==> src/rtl/alu_ctrl_stage_pkg.sv <==
// alu_defs: constants shared by the ID-side ALU control stage and the EX-stage
// ALU. It holds the ALUFun codes, the MIPS opcode/funct values, the ID/EX
// control bundle, and a helper that builds the bubble value.
package alu_defs;

    // ALUFun codes. Bits [5:4] select the unit: arith, logic, shift or compare.
    localparam logic [5:0] FUN_ADD = 6'b000000;
    localparam logic [5:0] FUN_SUB = 6'b000001;
    localparam logic [5:0] FUN_AND = 6'b011000;
    localparam logic [5:0] FUN_OR  = 6'b011110;
    localparam logic [5:0] FUN_XOR = 6'b010110;
    localparam logic [5:0] FUN_NOR = 6'b010001;
    localparam logic [5:0] FUN_A   = 6'b011010;
    localparam logic [5:0] FUN_SLL = 6'b100000;
    localparam logic [5:0] FUN_SRL = 6'b100001;
    localparam logic [5:0] FUN_SRA = 6'b100011;
    localparam logic [5:0] FUN_EQ  = 6'b110011;
    localparam logic [5:0] FUN_NEQ = 6'b110001;
    localparam logic [5:0] FUN_LT  = 6'b110101;
    localparam logic [5:0] FUN_LEZ = 6'b111101;
    localparam logic [5:0] FUN_LTZ = 6'b111011;
    localparam logic [5:0] FUN_GTZ = 6'b111111;

    // Opcodes (instr[31:26]).
    localparam logic [5:0] OP_RTYPE = 6'h00, OP_REGIMM = 6'h01;
    localparam logic [5:0] OP_J     = 6'h02, OP_JAL    = 6'h03;
    localparam logic [5:0] OP_BEQ   = 6'h04, OP_BNE    = 6'h05;
    localparam logic [5:0] OP_BLEZ  = 6'h06, OP_BGTZ   = 6'h07;
    localparam logic [5:0] OP_ADDI  = 6'h08, OP_ADDIU  = 6'h09;
    localparam logic [5:0] OP_SLTI  = 6'h0A, OP_SLTIU  = 6'h0B;
    localparam logic [5:0] OP_ANDI  = 6'h0C, OP_ORI    = 6'h0D;
    localparam logic [5:0] OP_XORI  = 6'h0E, OP_LUI    = 6'h0F;
    localparam logic [5:0] OP_LW    = 6'h23, OP_SW     = 6'h2B;

    // R-type funct codes (instr[5:0]).
    localparam logic [5:0] FN_SLL  = 6'h00, FN_SRL  = 6'h02, FN_SRA  = 6'h03;
    localparam logic [5:0] FN_SLLV = 6'h04, FN_SRLV = 6'h06, FN_SRAV = 6'h07;
    localparam logic [5:0] FN_JR   = 6'h08, FN_JALR = 6'h09;
    localparam logic [5:0] FN_ADD  = 6'h20, FN_ADDU = 6'h21;
    localparam logic [5:0] FN_SUB  = 6'h22, FN_SUBU = 6'h23;
    localparam logic [5:0] FN_AND  = 6'h24, FN_OR   = 6'h25;
    localparam logic [5:0] FN_XOR  = 6'h26, FN_NOR  = 6'h27;
    localparam logic [5:0] FN_SLT  = 6'h2A, FN_SLTU = 6'h2B;

    // ID/EX control bundle.
    typedef struct packed {
        logic        valid;
        logic [5:0]  alufun;
        logic        sign;
        logic        srca;
        logic        srcb;
        logic        extop;
        logic [4:0]  shamt;
        logic [15:0] imm;
        logic [4:0]  rs;
        logic [4:0]  rt;
        logic [4:0]  wr;
        logic        regwrite;
        logic        illegal;
    } ctrl_t;

    // A bubble is all zeros except ALUFun, which carries the configured NOP.
    function automatic ctrl_t make_bubble(input logic [5:0] nop_fun);
        ctrl_t b;
        b        = '0;
        b.alufun = nop_fun;
        return b;
    endfunction

endpackage

==> src/rtl/alu_ctrl_stage_if.sv <==
// ID -> ID/EX control interface.
// The master modport is the control stage: it takes the IF/ID instruction and
// the hazard controls, and it drives the registered EX-side control. The slave
// modport is the other side, meaning the IF/ID and hazard logic plus the EX
// consumer.
interface alu_ctrl_stage_if;
    logic [31:0] id_instr;
    logic        id_valid;
    logic        stall;
    logic        flush;

    logic        ex_valid;
    logic [5:0]  ex_ALUFun;
    logic        ex_Sign;
    logic        ex_ALUSrcA;
    logic        ex_ALUSrcB;
    logic        ex_ExtOp;
    logic [4:0]  ex_shamt;
    logic [15:0] ex_imm;
    logic [4:0]  ex_rs;
    logic [4:0]  ex_rt;
    logic [4:0]  ex_wr;
    logic        ex_RegWrite;
    logic        ex_illegal;

    modport master (
        input  id_instr, id_valid, stall, flush,
        output ex_valid, ex_ALUFun, ex_Sign, ex_ALUSrcA, ex_ALUSrcB, ex_ExtOp,
               ex_shamt, ex_imm, ex_rs, ex_rt, ex_wr, ex_RegWrite, ex_illegal
    );

    modport slave (
        output id_instr, id_valid, stall, flush,
        input  ex_valid, ex_ALUFun, ex_Sign, ex_ALUSrcA, ex_ALUSrcB, ex_ExtOp,
               ex_shamt, ex_imm, ex_rs, ex_rt, ex_wr, ex_RegWrite, ex_illegal
    );
endinterface

==> src/rtl/alu_ctrl_stage_decode.sv <==
// alu_ctrl_decode: a purely combinational decoder that turns a 32-bit MIPS
// instruction into the ID/EX control bundle.
//   instr : in  32  instruction
//   ctrl  : out     decoded bundle (valid = 1; the top substitutes a bubble when needed)
module alu_ctrl_decode
    import alu_defs::*;
#(
    parameter logic [5:0] NOP_FUN   = 6'b000000,
    parameter int         LUI_SHAMT = 16
) (
    input  logic [31:0] instr,
    output ctrl_t       ctrl
);
    logic [5:0] op, funct;
    logic [4:0] rs, rt, rd;
    logic       bad;
    logic       wr_rt;    // I-type ALU op: immediate operand, result goes to rt
    ctrl_t      c;

    assign op    = instr[31:26];
    assign funct = instr[5:0];
    assign rs    = instr[25:21];
    assign rt    = instr[20:16];
    assign rd    = instr[15:11];

    always_comb begin
        bad      = 1'b0;
        wr_rt    = 1'b0;
        c        = '0;
        c.valid  = 1'b1;
        c.alufun = FUN_ADD;
        c.rs     = rs;
        c.rt     = rt;
        c.imm    = instr[15:0];

        case (op)
            OP_RTYPE: begin
                c.wr       = rd;
                c.regwrite = 1'b1;
                case (funct)
                    FN_ADD:  c.sign = 1'b1;
                    FN_ADDU: ;
                    FN_SUB:  begin c.alufun = FUN_SUB; c.sign = 1'b1; end
                    FN_SUBU: c.alufun = FUN_SUB;
                    FN_AND:  c.alufun = FUN_AND;
                    FN_OR:   c.alufun = FUN_OR;
                    FN_XOR:  c.alufun = FUN_XOR;
                    FN_NOR:  c.alufun = FUN_NOR;
                    FN_SLT:  begin c.alufun = FUN_LT; c.sign = 1'b1; end
                    FN_SLTU: c.alufun = FUN_LT;
                    FN_SLL:  begin c.alufun = FUN_SLL; c.srca = 1'b1; c.shamt = instr[10:6]; end
                    FN_SRL:  begin c.alufun = FUN_SRL; c.srca = 1'b1; c.shamt = instr[10:6]; end
                    FN_SRA:  begin c.alufun = FUN_SRA; c.srca = 1'b1; c.shamt = instr[10:6]; end
                    FN_SLLV: c.alufun = FUN_SLL;
                    FN_SRLV: c.alufun = FUN_SRL;
                    FN_SRAV: c.alufun = FUN_SRA;
                    FN_JR:   begin c.regwrite = 1'b0; c.wr = 5'd0; end
                    FN_JALR: ;
                    default: bad = 1'b1;
                endcase
            end
            // Only bltz (rt == 0) is supported in the REGIMM group.
            OP_REGIMM: if (rt == 5'd0) c.alufun = FUN_LTZ; else bad = 1'b1;
            OP_BEQ:    c.alufun = FUN_EQ;
            OP_BNE:    c.alufun = FUN_NEQ;
            OP_BLEZ:   c.alufun = FUN_LEZ;
            OP_BGTZ:   c.alufun = FUN_GTZ;
            OP_J:      ;
            OP_JAL:    begin c.regwrite = 1'b1; c.wr = 5'd31; end
            OP_ADDI:   begin wr_rt = 1'b1; c.sign = 1'b1; c.extop = 1'b1; end
            OP_ADDIU:  begin wr_rt = 1'b1; c.extop = 1'b1; end
            OP_SLTI:   begin wr_rt = 1'b1; c.alufun = FUN_LT; c.sign = 1'b1; c.extop = 1'b1; end
            OP_SLTIU:  begin wr_rt = 1'b1; c.alufun = FUN_LT; c.extop = 1'b1; end
            OP_ANDI:   begin wr_rt = 1'b1; c.alufun = FUN_AND; end
            OP_ORI:    begin wr_rt = 1'b1; c.alufun = FUN_OR; end
            OP_XORI:   begin wr_rt = 1'b1; c.alufun = FUN_XOR; end
            // lui shifts the zero-extended imm16 left by a fixed amount.
            OP_LUI:    begin wr_rt = 1'b1; c.alufun = FUN_SLL; c.srca = 1'b1;
                             c.shamt = 5'(LUI_SHAMT); end
            OP_LW:     begin wr_rt = 1'b1; c.extop = 1'b1; end
            OP_SW:     begin c.srcb = 1'b1; c.extop = 1'b1; end
            default:   bad = 1'b1;
        endcase

        if (wr_rt) begin
            c.srcb     = 1'b1;
            c.wr       = rt;
            c.regwrite = 1'b1;
        end

        // Illegal: keep only the raw register and immediate fields.
        if (bad) begin
            c         = '0;
            c.valid   = 1'b1;
            c.illegal = 1'b1;
            c.alufun  = NOP_FUN;
            c.rs      = rs;
            c.rt      = rt;
            c.imm     = instr[15:0];
        end

        // $0 is never written.
        if (c.wr == 5'd0) c.regwrite = 1'b0;
    end

    assign ctrl = c;
endmodule

==> src/rtl/alu_ctrl_stage.sv <==
// alu_ctrl_stage: the ID/EX pipeline register for the ALU control.
// It decodes id_instr and registers the result. Per edge, flush takes priority
// over stall, and stall takes priority over a load. A flush, and an invalid
// IF/ID slot, load a bubble.
//   clk   : in  rising-edge clock
//   reset : in  asynchronous active-low reset (loads a bubble)
//   bus   : alu_ctrl_stage_if.master, carrying the id_* and hazard inputs and the ex_* outputs
module alu_ctrl_stage
    import alu_defs::*;
#(
    parameter logic [5:0] NOP_FUN   = 6'b000000,
    parameter int         LUI_SHAMT = 16
) (
    input  logic                clk,
    input  logic                reset,
    alu_ctrl_stage_if.master    bus
);
    localparam ctrl_t BUBBLE = make_bubble(NOP_FUN);

    ctrl_t dec, q;

    alu_ctrl_decode #(.NOP_FUN(NOP_FUN), .LUI_SHAMT(LUI_SHAMT)) u_decode (
        .instr (bus.id_instr),
        .ctrl  (dec)
    );

    always_ff @(posedge clk or negedge reset) begin
        if (!reset)             q <= BUBBLE;
        else if (bus.flush)     q <= BUBBLE;
        else if (bus.stall)     q <= q;
        else if (!bus.id_valid) q <= BUBBLE;
        else                    q <= dec;
    end

    assign bus.ex_valid    = q.valid;
    assign bus.ex_ALUFun   = q.alufun;
    assign bus.ex_Sign     = q.sign;
    assign bus.ex_ALUSrcA  = q.srca;
    assign bus.ex_ALUSrcB  = q.srcb;
    assign bus.ex_ExtOp    = q.extop;
    assign bus.ex_shamt    = q.shamt;
    assign bus.ex_imm      = q.imm;
    assign bus.ex_rs       = q.rs;
    assign bus.ex_rt       = q.rt;
    assign bus.ex_wr       = q.wr;
    assign bus.ex_RegWrite = q.regwrite;
    assign bus.ex_illegal  = q.illegal;
endmodule

==> src/flat_wrapper.sv <==
// flat-port wrapper written by rule: the top's interface ports become plain ports
module alu_ctrl_stage_flat import alu_defs::*;
#(
    parameter logic [5:0] NOP_FUN   = 6'b000000,
    parameter int         LUI_SHAMT = 16
)
  (clk, reset, bus_id_instr, bus_id_valid, bus_stall, bus_flush, bus_ex_valid, bus_ex_ALUFun, bus_ex_Sign, bus_ex_ALUSrcA, bus_ex_ALUSrcB, bus_ex_ExtOp, bus_ex_shamt, bus_ex_imm, bus_ex_rs, bus_ex_rt, bus_ex_wr, bus_ex_RegWrite, bus_ex_illegal);
  alu_ctrl_stage_if bus_i ();
  input  logic clk;
  input  logic reset;
  input wire logic [$bits(bus_i.id_instr)-1:0] bus_id_instr;
  input wire logic [$bits(bus_i.id_valid)-1:0] bus_id_valid;
  input wire logic [$bits(bus_i.stall)-1:0] bus_stall;
  input wire logic [$bits(bus_i.flush)-1:0] bus_flush;
  output wire logic [$bits(bus_i.ex_valid)-1:0] bus_ex_valid;
  output wire logic [$bits(bus_i.ex_ALUFun)-1:0] bus_ex_ALUFun;
  output wire logic [$bits(bus_i.ex_Sign)-1:0] bus_ex_Sign;
  output wire logic [$bits(bus_i.ex_ALUSrcA)-1:0] bus_ex_ALUSrcA;
  output wire logic [$bits(bus_i.ex_ALUSrcB)-1:0] bus_ex_ALUSrcB;
  output wire logic [$bits(bus_i.ex_ExtOp)-1:0] bus_ex_ExtOp;
  output wire logic [$bits(bus_i.ex_shamt)-1:0] bus_ex_shamt;
  output wire logic [$bits(bus_i.ex_imm)-1:0] bus_ex_imm;
  output wire logic [$bits(bus_i.ex_rs)-1:0] bus_ex_rs;
  output wire logic [$bits(bus_i.ex_rt)-1:0] bus_ex_rt;
  output wire logic [$bits(bus_i.ex_wr)-1:0] bus_ex_wr;
  output wire logic [$bits(bus_i.ex_RegWrite)-1:0] bus_ex_RegWrite;
  output wire logic [$bits(bus_i.ex_illegal)-1:0] bus_ex_illegal;
  assign bus_i.id_instr = bus_id_instr;
  assign bus_i.id_valid = bus_id_valid;
  assign bus_i.stall = bus_stall;
  assign bus_i.flush = bus_flush;
  assign bus_ex_valid = bus_i.ex_valid;
  assign bus_ex_ALUFun = bus_i.ex_ALUFun;
  assign bus_ex_Sign = bus_i.ex_Sign;
  assign bus_ex_ALUSrcA = bus_i.ex_ALUSrcA;
  assign bus_ex_ALUSrcB = bus_i.ex_ALUSrcB;
  assign bus_ex_ExtOp = bus_i.ex_ExtOp;
  assign bus_ex_shamt = bus_i.ex_shamt;
  assign bus_ex_imm = bus_i.ex_imm;
  assign bus_ex_rs = bus_i.ex_rs;
  assign bus_ex_rt = bus_i.ex_rt;
  assign bus_ex_wr = bus_i.ex_wr;
  assign bus_ex_RegWrite = bus_i.ex_RegWrite;
  assign bus_ex_illegal = bus_i.ex_illegal;
  alu_ctrl_stage #(.NOP_FUN(NOP_FUN), .LUI_SHAMT(LUI_SHAMT)) u_core (.clk(clk), .reset(reset), .bus(bus_i));
endmodule
==> config.mk <==
export PLATFORM = sky130hd
export DESIGN_NAME = alu_ctrl_stage_flat
export DESIGN_NICKNAME = d
export VERILOG_FILES = /design/src/rtl/alu_ctrl_stage_pkg.sv /design/src/rtl/alu_ctrl_stage_if.sv /design/src/rtl/alu_ctrl_stage_decode.sv /design/src/rtl/alu_ctrl_stage.sv /design/src/flat_wrapper.sv
export SDC_FILE = /design/constraint.sdc
export NUM_CORES = 1
export LEC_CHECK = 0
export ABC_AREA = 1
export BUFFER_PORTS_ARGS = -buffer_cell sky130_fd_sc_hd__buf_2
export CORE_ASPECT_RATIO = 0.5
export CORE_MARGIN = 8
export CORE_UTILIZATION = 55
export CTS_CLUSTER_DIAMETER = 60
export DETAILED_ROUTE_END_ITERATION = 16
export PLACE_DENSITY = 0.91
export SYNTH_ARGS = -nofsm -noshare
export SYNTH_HDL_FRONTEND = slang
export SYNTH_HIERARCHICAL = 1
export SYNTH_SLANG_ARGS = --single-unit
==> constraint.sdc <==
create_clock -name clk -period 1.07 [get_ports clk]
set_clock_uncertainty 0.1 [all_clocks]
set_input_delay 0.0535 -clock clk [delete_from_list [all_inputs] [get_ports clk]]
set_output_delay 0.0535 -clock clk [all_outputs]
set_load 0.02 [all_outputs]
# Word level (Yosys, flattened, before mapping)
# Index checks and enable logic that the tools add are counted.
dict set report classes {
  n_mux 24
  n_eq_ne 35
  n_reduce_logical 17
}
# operator count
set ops {}
lappend ops {{49-bit 2-to-1 mux} 3}
lappend ops {{6-bit == test (second input constant)} 12}
lappend ops {{6-bit one-hot mux with 11 select lines} 1}
lappend ops {{6-bit by 4-bit == test with 1-bit output (second input constant)} 10}
lappend ops {{6-bit one-hot mux with 9 select lines} 1}
lappend ops {{48-bit 2-to-1 mux} 1}
lappend ops {{6-bit by 3-bit == test with 1-bit output (second input constant)} 7}
lappend ops {{6-bit by 2-bit == test with 1-bit output (second input constant)} 4}
lappend ops {{6-bit 2-to-1 mux} 3}
lappend ops {{18-bit OR reduction} 1}
lappend ops {{16-bit OR reduction} 1}
lappend ops {{2-bit OR reduction} 7}
lappend ops {{6-bit zero test} 2}
lappend ops {{6-bit one-hot mux with 2 select lines} 1}
lappend ops {{5-bit zero test} 2}
lappend ops {{5-bit one-hot mux with 2 select lines} 1}
lappend ops {{1-bit 2-to-1 mux} 9}
lappend ops {{9-bit OR reduction} 1}
lappend ops {{6-bit by 1-bit == test with 1-bit output (second input constant)} 1}
lappend ops {{3-bit OR reduction} 2}
lappend ops {{6-bit OR reduction} 1}
lappend ops {{5-bit 2-to-1 mux} 1}
lappend ops {{1-bit one-hot mux with 2 select lines} 2}
lappend ops {{1-bit one-hot mux with 3 select lines} 1}
lappend ops {{2-bit by 1-bit inequality test with 1-bit output (second input constant)} 1}
dict set report word_totals {
  ff_bits 49
}

# Longest topological paths before layout
dict set report depth {
  depth_word 10
  depth_mapped 15
  mapped_depth_nobuf 14
}

# Modules after synthesis
# Netlist, hierarchy kept.
# module cells_per_inst area_per_inst_um2 n_inst
set by_module_without_submodules {}
lappend by_module_without_submodules {alu_ctrl_stage 314 2262.2 1}
lappend by_module_without_submodules {alu_ctrl_decode 187 1019.7 1}

# Least setup slack after synthesis
# No wires, ideal clock.
dict set report synth_path {
  path_kind {input -> register}
  from {input bus_id_instr[27]}
  to {register u_core.q (netlist bit u_core/bus.ex_RegWrite)}
  t_required_ps 854
  path_buffers 1
  arrival_ps 1135
  setup_slack_ps -282
  setup_ps 116
  stages 13
  path_cell_list {buf_4 > nor2_4 > inv_2 > nor2_4 > nand3_2 > nor2_4 > nor2_4 > nand2_1 > nand3_1 > inv_1 > nor2_1 > nand2_1 > nand2_1}
}
# element line
set synth_rtl {}
lappend synth_rtl {{start: declaration} flat_wrapper.sv:11} ;# input wire logic [$bits(bus_i.id_instr)-1:0] bus_id_instr;
lappend synth_rtl {{end signal: assignment} alu_ctrl_stage.sv:30} ;# else if (bus.stall) q <= q;
lappend synth_rtl {{end: declaration} alu_ctrl_stage.sv:20} ;# ctrl_t dec, q;

==> Implementation_results.wiki <==
{| class="wikitable"
! Metric !! Value
|-
| Outcome || finished with violations
|-
| Violated checks || negative setup slack
|-
| Sw Share || 28.0%
|-
| Fraction of the yosys area taken by sequential cells || 37.4%
|-
| Fmax || 686 MHz
|-
| Net switching power of the design || 1.34 mW
|-
| Post-detailed-route via-to-cell ratio || 5.65
|-
| Initial Utilization || 55.6%
|-
| Ys flop type || sky130_fd_sc_hd__dfrtp_1
|-
| Arrival time of data at the critical path endpoint || 1.54 ns
|-
| Cell area after technology mapping || 3280 sq um
|-
| Cell Int Power || 3.46 mW
|-
| Count of port buffers added during placement || 85
|-
| Cell mode on critical path || sky130_fd_sc_hd__nand2_1
|-
| Starting DRT DRC Count || 760
|-
| Die area || 8840 sq um
|-
| Clock-pin transition on the worst setup and hold timing paths || 0.06 ns
|-
| Inserted Diodes || 0
|-
| Core area || 5910 sq um
|-
| Post-synthesis to final-layout area growth || 38.0%
|-
| Top Family by Delay on Critical Path || simple AND/OR/NAND/NOR gates
|-
| Count of nets after finishing || 652
|-
| Multiplexer area fraction after synthesis || 0%
|-
| Total clock buffers created by CTS || 5
|-
| Mean cell area of the mapped netlist || 6.55 sq um
|-
| Crit-path slowest cell || sky130_fd_sc_hd__nor2_4
|-
| Critical path buffers and inverters || 4
|-
| Register share of total power || 40.1%
|-
| Worst-case vdd ir drop || 567 uV
|-
| Post-synth cell types || 29
|-
| Xor and xnor area share after synthesis || 0%
|-
| RePlAce Congestion || 0.970
|-
| Post-route minimum period || 1.46 ns
|-
| Power per standard cell area || 1060 nW/um^2
|-
| Maximum number of pins on one net before global-route repair || 50
|-
| Number of antenna violations at the first check in global routing || 0
|-
| Post-layout power || 4.81 mW
|-
| Horiz. Die Dim || 125 um
|-
| Gate count after technology mapping || 501
|-
| Drt total wl || 12.6 mm
|-
| Number of endpoints with negative hold slack in the final report || 0
|-
| Drt pass-1 iters || 7
|-
| Req. time, crit path || 1.15 ns
|-
| Share of post-route cells with drive strength above 1 || 35.6%
|-
| Category of the most critical setup path || input port to flop
|-
| Count of filler cells inserted in the layout || 383
|-
| Global Route Usage Sum || 24.9%
|-
| Critical path endpoint category || flop
|-
| Clock root cell || sky130_fd_sc_hd__clkbuf_16
|-
| Placement-stage cell area || 3930 sq um
|-
| Antenna-violating nets left || 0
|-
| CTS H-tree lvls || 2
|-
| Leak || 2.69 nW
|-
| Via count of the routed design || 3915
|-
| Power share of the clock group || 38.5%
|-
| Largest family of logic cells by synthesized area || simple AND/OR/NAND/NOR gates
|-
| Post-synthesis compound-gate area fraction || 3.32%
|-
| Vias in the first global route || 3568
|-
| Count of state elements after synthesis || 49
|-
| Storage cell area || 1230 sq um
|-
| Unrepaired setup endpoints after global routing || yes
|-
| Clock net sink count || 49
|-
| Class of the tightest hold or removal check || input port to flop
|-
| Power share of the combinational group || 21.4%
|-
| Launching element type of the critical path || input port
|-
| Max-cap violations || 0
|-
| Final instance area || 4530 sq um
|-
| Final number of setup-violating endpoints || 20
|-
| Final-report max-slew violation count || 0
|-
| Warnings, synthesis || 6
|-
| Clock Path Buffers || 2
|-
| List of cells traversed by the critical path || buf_2 -> inv_1 -> nand2_1 -> nand2_1 -> nor2_1 -> nor2_2 -> nand2_2 -> nor2_4 -> nor2_4 -> buf_4 -> nand2_2 -> nand3_1 -> inv_1 -> nor2_1 -> nand2_1 -> nand2_1
|-
| Vertical extent of the die || 70.6 um
|-
| CP max FO || 4
|-
| HPWL Detailed || 7.13 mm
|-
| Overflow left after global routing || 0
|-
| Final period util || 136%
|-
| Worst-case setup margin in the final layout || -0.387 ns
|-
| Floorplan row count || 20
|-
| Adder-cell area share of the yosys netlist || 0%
|-
| Largest stage delay, worst path || 0.15 ns
|-
| Clock insertion delay at the later pin of the skew report || 0.28 ns
|-
| Area occupied by multi-input gates || 1650 sq um
|-
| DRC || 0
|-
| Tightest hold margin || 0.0200 ns
|-
| Mapped Nets || 538
|-
| Number of flops mapped to enable cells by yosys || 0
|-
| Async set-or-reset flop fraction in the synthesized netlist || 100%
|-
| Wire length of the first global-routing pass || 17.9 mm
|-
| Wire length per cell after detailed routing || 18.2 um
|-
| CTS tree || yes
|-
| Top Ports || 86
|-
| Fraction of the mapped netlist area in simple logic gates || 40.2%
|}
Yosys cell counts (2+ instances only):
cell type	count	area, sq um
sky130_fd_sc_hd__o21ai_0	9	45.0
sky130_fd_sc_hd__nand3_1	25	125
sky130_fd_sc_hd__nand4_1	2	12.5
sky130_fd_sc_hd__nor2_1	73	274
sky130_fd_sc_hd__buf_2	10	50.1
sky130_fd_sc_hd__nor3_1	3	15.0
sky130_fd_sc_hd__o2111ai_1	2	17.5
sky130_fd_sc_hd__buf_4	33	248
sky130_fd_sc_hd__inv_2	6	22.5
sky130_fd_sc_hd__o21ai_1	3	15.0
sky130_fd_sc_hd__nor2_4	8	90.1
sky130_fd_sc_hd__nor2_2	6	37.5
sky130_fd_sc_hd__dfrtp_1	49	1230
sky130_fd_sc_hd__inv_1	72	270
sky130_fd_sc_hd__buf_6	2	22.5
sky130_fd_sc_hd__nand2_2	5	31.3
sky130_fd_sc_hd__nand2_1	180	676
sky130_fd_sc_hd__nand3_2	2	20.0
cell usage in the layout, fill, tap and decap left out, types with 2 or more instances in the layout:
cell	count
sky130_fd_sc_hd__buf_12	5
sky130_fd_sc_hd__buf_2	78
sky130_fd_sc_hd__buf_4	50
sky130_fd_sc_hd__buf_6	6
sky130_fd_sc_hd__buf_8	2
sky130_fd_sc_hd__clkbuf_16	5
sky130_fd_sc_hd__dfrtp_1	49
sky130_fd_sc_hd__dlygate4sd3_1	11
sky130_fd_sc_hd__inv_1	67
sky130_fd_sc_hd__inv_2	9
sky130_fd_sc_hd__inv_4	2
sky130_fd_sc_hd__nand2_1	172
sky130_fd_sc_hd__nand2_2	11
sky130_fd_sc_hd__nand2_4	3
sky130_fd_sc_hd__nand3_1	17
sky130_fd_sc_hd__nand3_2	7
sky130_fd_sc_hd__nand3_4	3
sky130_fd_sc_hd__nand4_1	2
sky130_fd_sc_hd__nor2_1	63
sky130_fd_sc_hd__nor2_2	11
sky130_fd_sc_hd__nor2_4	14
sky130_fd_sc_hd__nor3_1	2
sky130_fd_sc_hd__nor3b_2	2
sky130_fd_sc_hd__o2111ai_4	2
sky130_fd_sc_hd__o21ai_1	8
sky130_fd_sc_hd__o21ai_2	4
layer usage:
layer | up-vias | wire length [um] | track usage, % | share of wire, %
li1 | 1676 | - | - | -
met1 | 1746 | 4680 | 30.7 | 37
met2 | 375 | 5420 | 39.6 | 43
met3 | 118 | 1740 | 6.90 | 14
met4 | 0 | 808 | 12.8 | 6.4
met5 | - | 0 | 0 | 0
power groups by stage:
stage / Combinational (mW) / Sequential, mW / Clock (mW)
floorplan: 0.444 / 2.02 / 0
detailed placement: 0.802 / 1.96 / 0
global placement: 0.777 / 1.96 / 0
global route: 1.09 / 1.93 / 1.94
CTS: 0.887 / 1.93 / 1.84
finish: 1.03 / 1.93 / 1.85
worst min-delay path, stage by stage:
cell                      delay, ns
sky130_fd_sc_hd__buf_2         0.13
sky130_fd_sc_hd__inv_1         0.06
sky130_fd_sc_hd__nor2_1        0.03
sky130_fd_sc_hd__nand2_1       0.05
sky130_fd_sc_hd__nand2_1       0.05
logic make-up (layout without fill, tap and decap cells):
| logic type | Yosys count | in the layout |
|---|---|---|
| other cells | 1 | 1 |
| buf+inv | 126 | 240 |
| flops | 49 | 49 |
| compound gates | 17 | 17 |
| simple gates | 308 | 309 |
worst paths after layout:
| path | from | to | slack [ns] | cells after the start |
|---|---|---|---|---|
| max reg2reg | u_core/bus.ex_ALUFun[1] | u_core/bus.ex_ALUFun[1] | 0.27 | 2 |
| min | bus_id_instr[11] | u_core/bus.ex_imm[11] | 0.02 | 5 |
| max in group asynchronous | reset | u_core/bus.ex_imm[15] | 0.38 | 3 |
| min in group asynchronous | reset | u_core/bus.ex_imm[5] | 0.05 | 2 |
| min reg2reg | u_core/bus.ex_valid | u_core/bus.ex_valid | 0.38 | 2 |
| max | bus_id_instr[0] | u_core/bus.ex_RegWrite | -0.39 | 16 |
through the flow:
step                      setup WS (ns)  std cells  utilization [%]  TNS (ns)
after global placement           -0.430        661             66.6     -7.16
after detailed placement         -0.585        661             66.6     -8.53
after CTS                        -0.164        685             74.0     -1.72
after global routing             -0.418        693             76.7     -5.31
after floorplan                  -0.231        501                -     -2.75
final                            -0.387        693             76.7     -4.14
registers in the layout, summed over array words and instances, names as in the netlist:
register	flops
u_core/bus.ex_Sign	1
u_core/bus.ex_valid	1
u_core/bus.ex_rt	5
u_core/bus.ex_imm	16
u_core/bus.ex_ALUFun	6
u_core/bus.ex_shamt	5
u_core/bus.ex_ALUSrcB	1
u_core/bus.ex_illegal	1
u_core/bus.ex_rs	5
u_core/bus.ex_RegWrite	1
u_core/bus.ex_wr	5
u_core/bus.ex_ALUSrcA	1
u_core/bus.ex_ExtOp	1
layout make-up:
| type | instances | share of cell area (%) |
|---|---|---|
| clock buffers | 7 | 3.15 |
| clock inverters | 1 | 0.663 |
| inverters | 79 | 6.66 |
| multi-input cells | 327 | 36.5 |
| flip-flops and latches | 49 | 27.1 |
| well taps | 77 | 2.13 |
| repair buffers | 153 | 23.9 |
what timing repair did:
| action | in CTS | in global routing |
|---|---|---|
| endpoints found under the setup margin | 19 | 20 |
| gates cloned | 2 | 0 |
| hold endpoints to repair | 59 | 0 |
| hold buffers | 11 | 0 |
| pin swaps | 15 | 29 |
| setup buffers | 3 | 8 |
| gates resized for setup | 36 | 27 |
Note: power is estimated with default switching activity, not from simulation.
